===== config.mk =====
export PLATFORM = sky130hd
export DESIGN_NAME = uart_bus_master_flat
export DESIGN_NICKNAME = d
export VERILOG_FILES = /design/src/rtl/uart_bus_master_if.sv /design/src/rtl/uart_bus_master.sv /design/src/flat_wrapper.sv
export SDC_FILE = /design/constraint.sdc
export NUM_CORES = 1
export LEC_CHECK = 0
export BUFFER_PORTS_ARGS = -buffer_cell sky130_fd_sc_hd__buf_2
export CORE_MARGIN = 2
export CORE_UTILIZATION = 35
export DETAILED_ROUTE_END_ITERATION = 16
export GPL_TIMING_DRIVEN = 0
export SETUP_SLACK_MARGIN = 0.05
export SLEW_MARGIN = 10
export SYNTH_ARGS = -nofsm -noshare
export SYNTH_HDL_FRONTEND = slang
export SYNTH_SLANG_ARGS = --single-unit

===== constraint.sdc =====
create_clock -name clk -period 3 [get_ports clk]
set_input_delay 0.9 -clock clk [delete_from_list [all_inputs] [get_ports clk]]
set_output_delay 0.9 -clock clk [all_outputs]
set_load 0.1 [all_outputs]

===== src/rtl/uart_bus_master_if.sv =====
// User-side transmit/receive handshake plus the register bus to the UART peripheral.
// The master modport is the bus master's view; slave is the peripheral/user side.
interface uart_bus_master_if;
   logic        tx_req_i;
   logic [7:0]  tx_byte_i;
   logic        tx_rdy_o;
   logic        tx_done_o;
   logic        tx_err_o;
   logic        rx_valid_o;
   logic [7:0]  rx_byte_o;
   logic        wr_o;
   logic        reg_sel_o;
   logic        addr_o;
   logic [31:0] wdata_o;
   logic [31:0] rdata_i;

   modport master (
      input  tx_req_i, tx_byte_i, rdata_i,
      output tx_rdy_o, tx_done_o, tx_err_o, rx_valid_o, rx_byte_o,
             wr_o, reg_sel_o, addr_o, wdata_o
   );

   modport slave (
      output tx_req_i, tx_byte_i, rdata_i,
      input  tx_rdy_o, tx_done_o, tx_err_o, rx_valid_o, rx_byte_o,
             wr_o, reg_sel_o, addr_o, wdata_o
   );
endinterface


===== src/rtl/uart_bus_master.sv =====
// Polls a UART peripheral's control register, drains received bytes and pushes
// single user bytes out, aborting a transmit that stays busy too long.
module uart_bus_master #(
   parameter int TIMEOUT_CYC = 200000
) (
   input logic               clk,
   input logic               rst,
   uart_bus_master_if.master bus
);

   localparam int CNT_W = (TIMEOUT_CYC < 2) ? 1 : $clog2(TIMEOUT_CYC + 1);
   localparam logic [CNT_W-1:0] CNT_LAST = CNT_W'(TIMEOUT_CYC - 1);
   localparam logic [CNT_W-1:0] CNT_MAX  = {CNT_W{1'b1}};

   typedef enum logic [2:0] {
      IDLE, RX_READ, RX_CLR, TX_DATA, TX_CTRL, TX_WAIT
   } state_t;

   state_t           state_q, state_d;
   logic             pending_q;
   logic [7:0]       byte_q;
   logic [CNT_W-1:0] cnt_q;
   logic             tx_rdy_q, tx_done_q, tx_err_q;
   logic [7:0]       rx_byte_q;

   logic             wr, reg_sel, addr, rx_valid;
   logic [31:0]      wdata;
   logic             done_set, err_set, cnt_clr, rx_cap, accept;
   logic             unused_rdata;

   assign accept       = bus.tx_req_i & tx_rdy_q;
   assign unused_rdata = ^bus.rdata_i[31:8];

   always_ff @(posedge clk or negedge rst) begin
      if (!rst) begin
         state_q   <= IDLE;
         pending_q <= 1'b0;
         cnt_q     <= '0;
         tx_rdy_q  <= 1'b1;
         tx_done_q <= 1'b0;
         tx_err_q  <= 1'b0;
         rx_byte_q <= 8'h00;
      end else begin
         state_q   <= state_d;
         tx_done_q <= done_set;
         tx_err_q  <= err_set;
         if (done_set || err_set)
            pending_q <= 1'b0;
         else if (accept)
            pending_q <= 1'b1;
         // Ready drops right after accept and returns one cycle after the completion pulse.
         if (accept)
            tx_rdy_q <= 1'b0;
         else if (tx_done_q || tx_err_q)
            tx_rdy_q <= 1'b1;
         if (cnt_clr)
            cnt_q <= '0;
         else if (state_q == TX_WAIT && cnt_q != CNT_MAX)
            cnt_q <= cnt_q + 1'b1;
         if (rx_cap)
            rx_byte_q <= bus.rdata_i[7:0];
      end
   end

   // Payload only; meaningful solely while pending_q is set.
   always_ff @(posedge clk) begin
      if (accept)
         byte_q <= bus.tx_byte_i;
   end

   always_comb begin
      state_d  = state_q;
      wr       = 1'b0;
      reg_sel  = 1'b0;
      addr     = 1'b0;
      wdata    = 32'h0;
      rx_valid = 1'b0;
      done_set = 1'b0;
      err_set  = 1'b0;
      cnt_clr  = 1'b0;
      rx_cap   = 1'b0;
      case (state_q)
         IDLE: begin
            if (bus.rdata_i[1])
               state_d = RX_READ;
            else if (pending_q && !bus.rdata_i[0])
               state_d = TX_DATA;
         end
         RX_READ: begin
            reg_sel = 1'b1;
            addr    = 1'b1;
            rx_cap  = 1'b1;
            state_d = RX_CLR;
         end
         RX_CLR: begin
            wr       = 1'b1;
            rx_valid = 1'b1;
            state_d  = IDLE;
         end
         TX_DATA: begin
            wr      = 1'b1;
            reg_sel = 1'b1;
            wdata   = {24'h0, byte_q};
            state_d = TX_CTRL;
         end
         TX_CTRL: begin
            wr      = 1'b1;
            wdata   = 32'h1;
            cnt_clr = 1'b1;
            state_d = TX_WAIT;
         end
         TX_WAIT: begin
            if (!bus.rdata_i[0]) begin
               done_set = 1'b1;
               state_d  = IDLE;
            end else if (cnt_q >= CNT_LAST) begin
               err_set = 1'b1;
               state_d = IDLE;
            end
         end
         default: state_d = IDLE;
      endcase
   end

   assign bus.wr_o       = wr;
   assign bus.reg_sel_o  = reg_sel;
   assign bus.addr_o     = addr;
   assign bus.wdata_o    = wdata;
   assign bus.rx_valid_o = rx_valid;
   assign bus.rx_byte_o  = rx_byte_q;
   assign bus.tx_rdy_o   = tx_rdy_q;
   assign bus.tx_done_o  = tx_done_q;
   assign bus.tx_err_o   = tx_err_q;

endmodule


===== src/flat_wrapper.sv =====
// flat-port wrapper written by rule: the top's interface ports become plain ports
module uart_bus_master_flat 
#(
   parameter int TIMEOUT_CYC = 200000
)
  (clk, rst, bus_tx_req_i, bus_tx_byte_i, bus_rdata_i, bus_tx_rdy_o, bus_tx_done_o, bus_tx_err_o, bus_rx_valid_o, bus_rx_byte_o, bus_wr_o, bus_reg_sel_o, bus_addr_o, bus_wdata_o);
  uart_bus_master_if bus_i ();
  input logic clk;
  input logic rst;
  input wire logic [$bits(bus_i.tx_req_i)-1:0] bus_tx_req_i;
  input wire logic [$bits(bus_i.tx_byte_i)-1:0] bus_tx_byte_i;
  input wire logic [$bits(bus_i.rdata_i)-1:0] bus_rdata_i;
  output wire logic [$bits(bus_i.tx_rdy_o)-1:0] bus_tx_rdy_o;
  output wire logic [$bits(bus_i.tx_done_o)-1:0] bus_tx_done_o;
  output wire logic [$bits(bus_i.tx_err_o)-1:0] bus_tx_err_o;
  output wire logic [$bits(bus_i.rx_valid_o)-1:0] bus_rx_valid_o;
  output wire logic [$bits(bus_i.rx_byte_o)-1:0] bus_rx_byte_o;
  output wire logic [$bits(bus_i.wr_o)-1:0] bus_wr_o;
  output wire logic [$bits(bus_i.reg_sel_o)-1:0] bus_reg_sel_o;
  output wire logic [$bits(bus_i.addr_o)-1:0] bus_addr_o;
  output wire logic [$bits(bus_i.wdata_o)-1:0] bus_wdata_o;
  assign bus_i.tx_req_i = bus_tx_req_i;
  assign bus_i.tx_byte_i = bus_tx_byte_i;
  assign bus_i.rdata_i = bus_rdata_i;
  assign bus_tx_rdy_o = bus_i.tx_rdy_o;
  assign bus_tx_done_o = bus_i.tx_done_o;
  assign bus_tx_err_o = bus_i.tx_err_o;
  assign bus_rx_valid_o = bus_i.rx_valid_o;
  assign bus_rx_byte_o = bus_i.rx_byte_o;
  assign bus_wr_o = bus_i.wr_o;
  assign bus_reg_sel_o = bus_i.reg_sel_o;
  assign bus_addr_o = bus_i.addr_o;
  assign bus_wdata_o = bus_i.wdata_o;
  uart_bus_master #(.TIMEOUT_CYC(TIMEOUT_CYC)) u_core (.clk(clk), .rst(rst), .bus(bus_i));
endmodule

==> results.py <==
metrics = {
    "critical_path": {
        "start_kind": "register",
        "cpPeakStageDelay_ns": 0.47,
        "worst_setup_path_end_kind": "output port",
        "r2r_setup_slack_ns": 1.10,
        "timing.rr.start": "u_core.cnt_q[0]$_DFFE_PN0P_",
        "crit_path_start": "u_core.state_q[1]$_DFFE_PN0P_",
        "crit_slowest_cell": "dfrtp_1",
        "critPathBufInv": 1,
        "reg2reg_to": "u_core.cnt_q[17]$_DFFE_PN0P_",
        "critPathMaxFanout": 8,
        "arrival_ns": 1.90,
        "critical_path.top_delay_family": "simple AND/OR/NAND/NOR gates",
        "critPathKind": "register to output port",
        "cpMostUsedCell": "nand2b_1",
        "crit_path_end": "bus_wr_o",
        "cp.required_ns": 2.10,
        "cp_cell_sequence": "nand2b_1 -> nand2b_1 -> nand2_1 -> clkbuf_4",
        "r2r_cells": 6,
        "worstSetupPathDepth": 4,
    },
    "die": {
        "ios": 90,
        "die_w_um": 82.1,
        "die_h_um": 82.1,
        "initial_core_util_pct": 36.1,
        "coreArea_um2": 5920,
        "dieArea_um2": 6750,
        "rows": 28,
    },
    "place": {
        "post-place-cells": 341,
        "numPortBuffers": 41,
        "dp_hpwl_mm": 2.99,
        "place.gp.congestion": 0.815,
        "dp_slack_ns": 0.327,
    },
    "logic_synthesis": {
        "synth.most_common_cell": "dfrtp_1",
        "syn_area_per_cell_um2": 10.6,
        "yosysTopAreaCell": "dfrtp_1",
        "synth.top_cells.by_area": "dfrtp_1 37%, edfxtp_1 11%, buf_4 8.8%, mux2_2 4.2%, nor2_1 3.3%",
        "synth-edff-count": 8,
        "synthCells": 202,
        "synthTopCellsByCount": "32 x dfrtp_1, 25 x buf_4, 19 x nor2_1",
        "synth_cell_types": 47,
        "synth_async_sr_flop_share_pct": 80.5,
        "ys_ff_latch": 41,
        "synth_top_cell_area_share_pct": 37.5,
        "synth_flop_cell": "dfrtp_1",
        "synth-warning-count": 0,
        "ys_seq_area_share_pct": 49.9,
        "syn_area_um2": 2140,
    },
    "global_route": {
        "grt_use_total_pct": 12.7,
        "antenna_found_initial": 0,
        "grt_first_pass_wirelength_mm": 6.56,
        "grt_pass1_vias": 1392,
        "grt_max_degree": 34,
        "gr-total-overflow": 0,
    },
    "routing": {
        "wl_per_cell_um": 11.8,
        "ant_nets": 0,
        "drt-pass1-iter-count": 4,
        "post_drt_via_cell_ratio": 4.53,
        "vias": 1578,
        "initialDrtViolationCount": 87,
        "drcViolationCount": 0,
        "drt_wl_total_mm": 4.12,
    },
    "clock_network": {
        "ctsResizeCount": 1,
        "cts.path.max_buffers": 2,
        "cts_htree_levels": 2,
        "cts_buffers": 5,
        "post_cts.repair.setup_buffers": 0,
        "root_buffer": "clkbuf_8",
        "cts_hold_buf": 0,
        "cts_sinks": 41,
        "cts_tree": "done",
        "clk-insertion-delay-late_ns": 0.29,
        "clk_pin_slew_ns": 0.08,
    },
    "sta": {
        "finalCriticalPeriod_ns": 2.80,
        "clock_skew_ns": 0.00827,
        "timing.setup.tns_ns": 0,
        "worst_pin_slew_ns": 0.736,
        "max-slew-margin-rel_pct": 50.9,
        "rsz0062_at_grt": "no",
        "hold_viol": 0,
        "clock.fmax_mhz": 357,
        "min_period_over_period_pct": 93.5,
        "holdWs_ns": 0.503,
        "setup_viol": 0,
        "fin_ws_ns": 0.196,
        "slew_violations": 0,
    },
    "power_and_ir_drop": {
        "vdd_drop_max_uv": 696,
        "power_density_nw_per_um2": 1030,
        "p_leak_uw": 0.00127,
    },
    "cells_and_area": {
        "instances_no_fill": 348,
        "nets": 316,
        "antenna_cells": 0,
        "drive_gt1_share_pct": 33.3,
        "area_growth_pct": 23.5,
    },
    "job": {
        "maxCapViolCount": 0,
    },
    "status": {
        "status": "finished, final reports clean",
    },
    "min_path": {
        "hold_path_class": "register to register",
    },
}
-- layer usage --
metal / vias to the layer above / wire length [um] / share of wire [%] / global-route usage (%)
met2: 40 / 1900 / 46 / 20.0
met1: 727 / 1960 / 47 / 17.5
li1: 803 / - / - / -
met5: - / 0 / 0 / 0
met3: 8 / 209 / 5.1 / 2.93
met4: 0 / 55 / 1.3 / 4.00
-- metrics by stage --
step | utilization, % | total power, uW | area (um^2)
floorplan | - | 2060 | 2220
global placement | 42.6 | 2280 | 2520
detailed placement | 42.6 | 2290 | 2520
CTS | 44.5 | 2740 | 2640
global route | 44.6 | 2850 | 2640
finish | 44.6 | 2720 | 2640
-- power breakdown --
group / switching (uW) / internal (uW) / leakage, uW / total [uW]
Combinational: 1220 / 277 / 0.000718 / 1490
Clock: 186 / 247 / 0.0000552 / 433
Sequential: 93.4 / 699 / 0.000501 / 792
Total: 1490 / 1220 / 0.00127 / 2720
-- flip-flops by register name, summed over array words and instances (netlist names) --
name,cells
u_core.bus.tx_done_o,1
u_core.pending_q,1
u_core.byte_q,8
u_core.bus.tx_rdy_o,1
u_core.state_q,3
u_core.cnt_q,18
u_core.bus.rx_byte_o,8
u_core.bus.tx_err_o,1
-- area by class of cell --
cell class	instances	area, um^2
multi-input cells	151	946
repair buffers	41	210
well taps	75	93.8
fillers	606	3280
clock buffers	6	72.6
flip-flops and latches	41	1070
inverters	5	18.8
plain buffers	27	196
clock inverters	2	35.0
-- layout by cell type, fill, tap and decap left out, types with 2 or more instances in the layout --
cell type / count
nand2b_1: 3
xnor2_1: 5
and3_1: 2
nand4b_1: 2
or4_1: 2
o21ai_0: 5
buf_4: 25
and2_1: 8
a211oi_1: 3
buf_2: 40
nand3_1: 10
edfxtp_1: 8
o211a_1: 2
mux2_2: 8
nand2_1: 11
dfrtp_1: 32
conb_1: 24
o21ai_1: 2
mux2i_1: 2
nand4_1: 3
xor2_1: 4
clkbuf_8: 5
nor2_1: 18
clkbuf_1: 2
nor3_1: 11
inv_1: 5
clkbuf_4: 2
a21oi_1: 5
-- cells by family after synthesis --
| group | synth area share [%] |
|---|---|
| and+or+nand+nor | 21.2 |
| buffers and inverters | 10.2 |
| muxes | 5.15 |
| xor gates and xnor gates | 3.69 |
| AOI/OAI and AO/OA | 9.02 |
| other | 0.175 |
| DFF | 49.9 |
| adders and majority gates | 0.585 |
-- worst min path at each step --
| stage | endpoint | start | slack [ns] | cells after the start |
|---|---|---|---|---|
| after CTS | u_core.bus.rx_byte_o[0]$_DFFE_PN0P_ | u_core.bus.rx_byte_o[0]$_DFFE_PN0P_ | 0.51 | 1 |
| after global placement | u_core.bus.rx_byte_o[0]$_DFFE_PN0P_ | u_core.bus.rx_byte_o[0]$_DFFE_PN0P_ | 0.49 | 1 |
| after global routing | u_core.bus.rx_byte_o[4]$_DFFE_PN0P_ | u_core.bus.rx_byte_o[4]$_DFFE_PN0P_ | 0.52 | 1 |
| final | u_core.bus.rx_byte_o[3]$_DFFE_PN0P_ | u_core.bus.rx_byte_o[3]$_DFFE_PN0P_ | 0.50 | 1 |
| after floorplan | u_core.pending_q$_DFFE_PN0P_ | u_core.pending_q$_DFFE_PN0P_ | 0.50 | 1 |
| after detailed placement | u_core.bus.rx_byte_o[0]$_DFFE_PN0P_ | u_core.bus.rx_byte_o[0]$_DFFE_PN0P_ | 0.49 | 1 |
(Power assumes the default switching activity.)
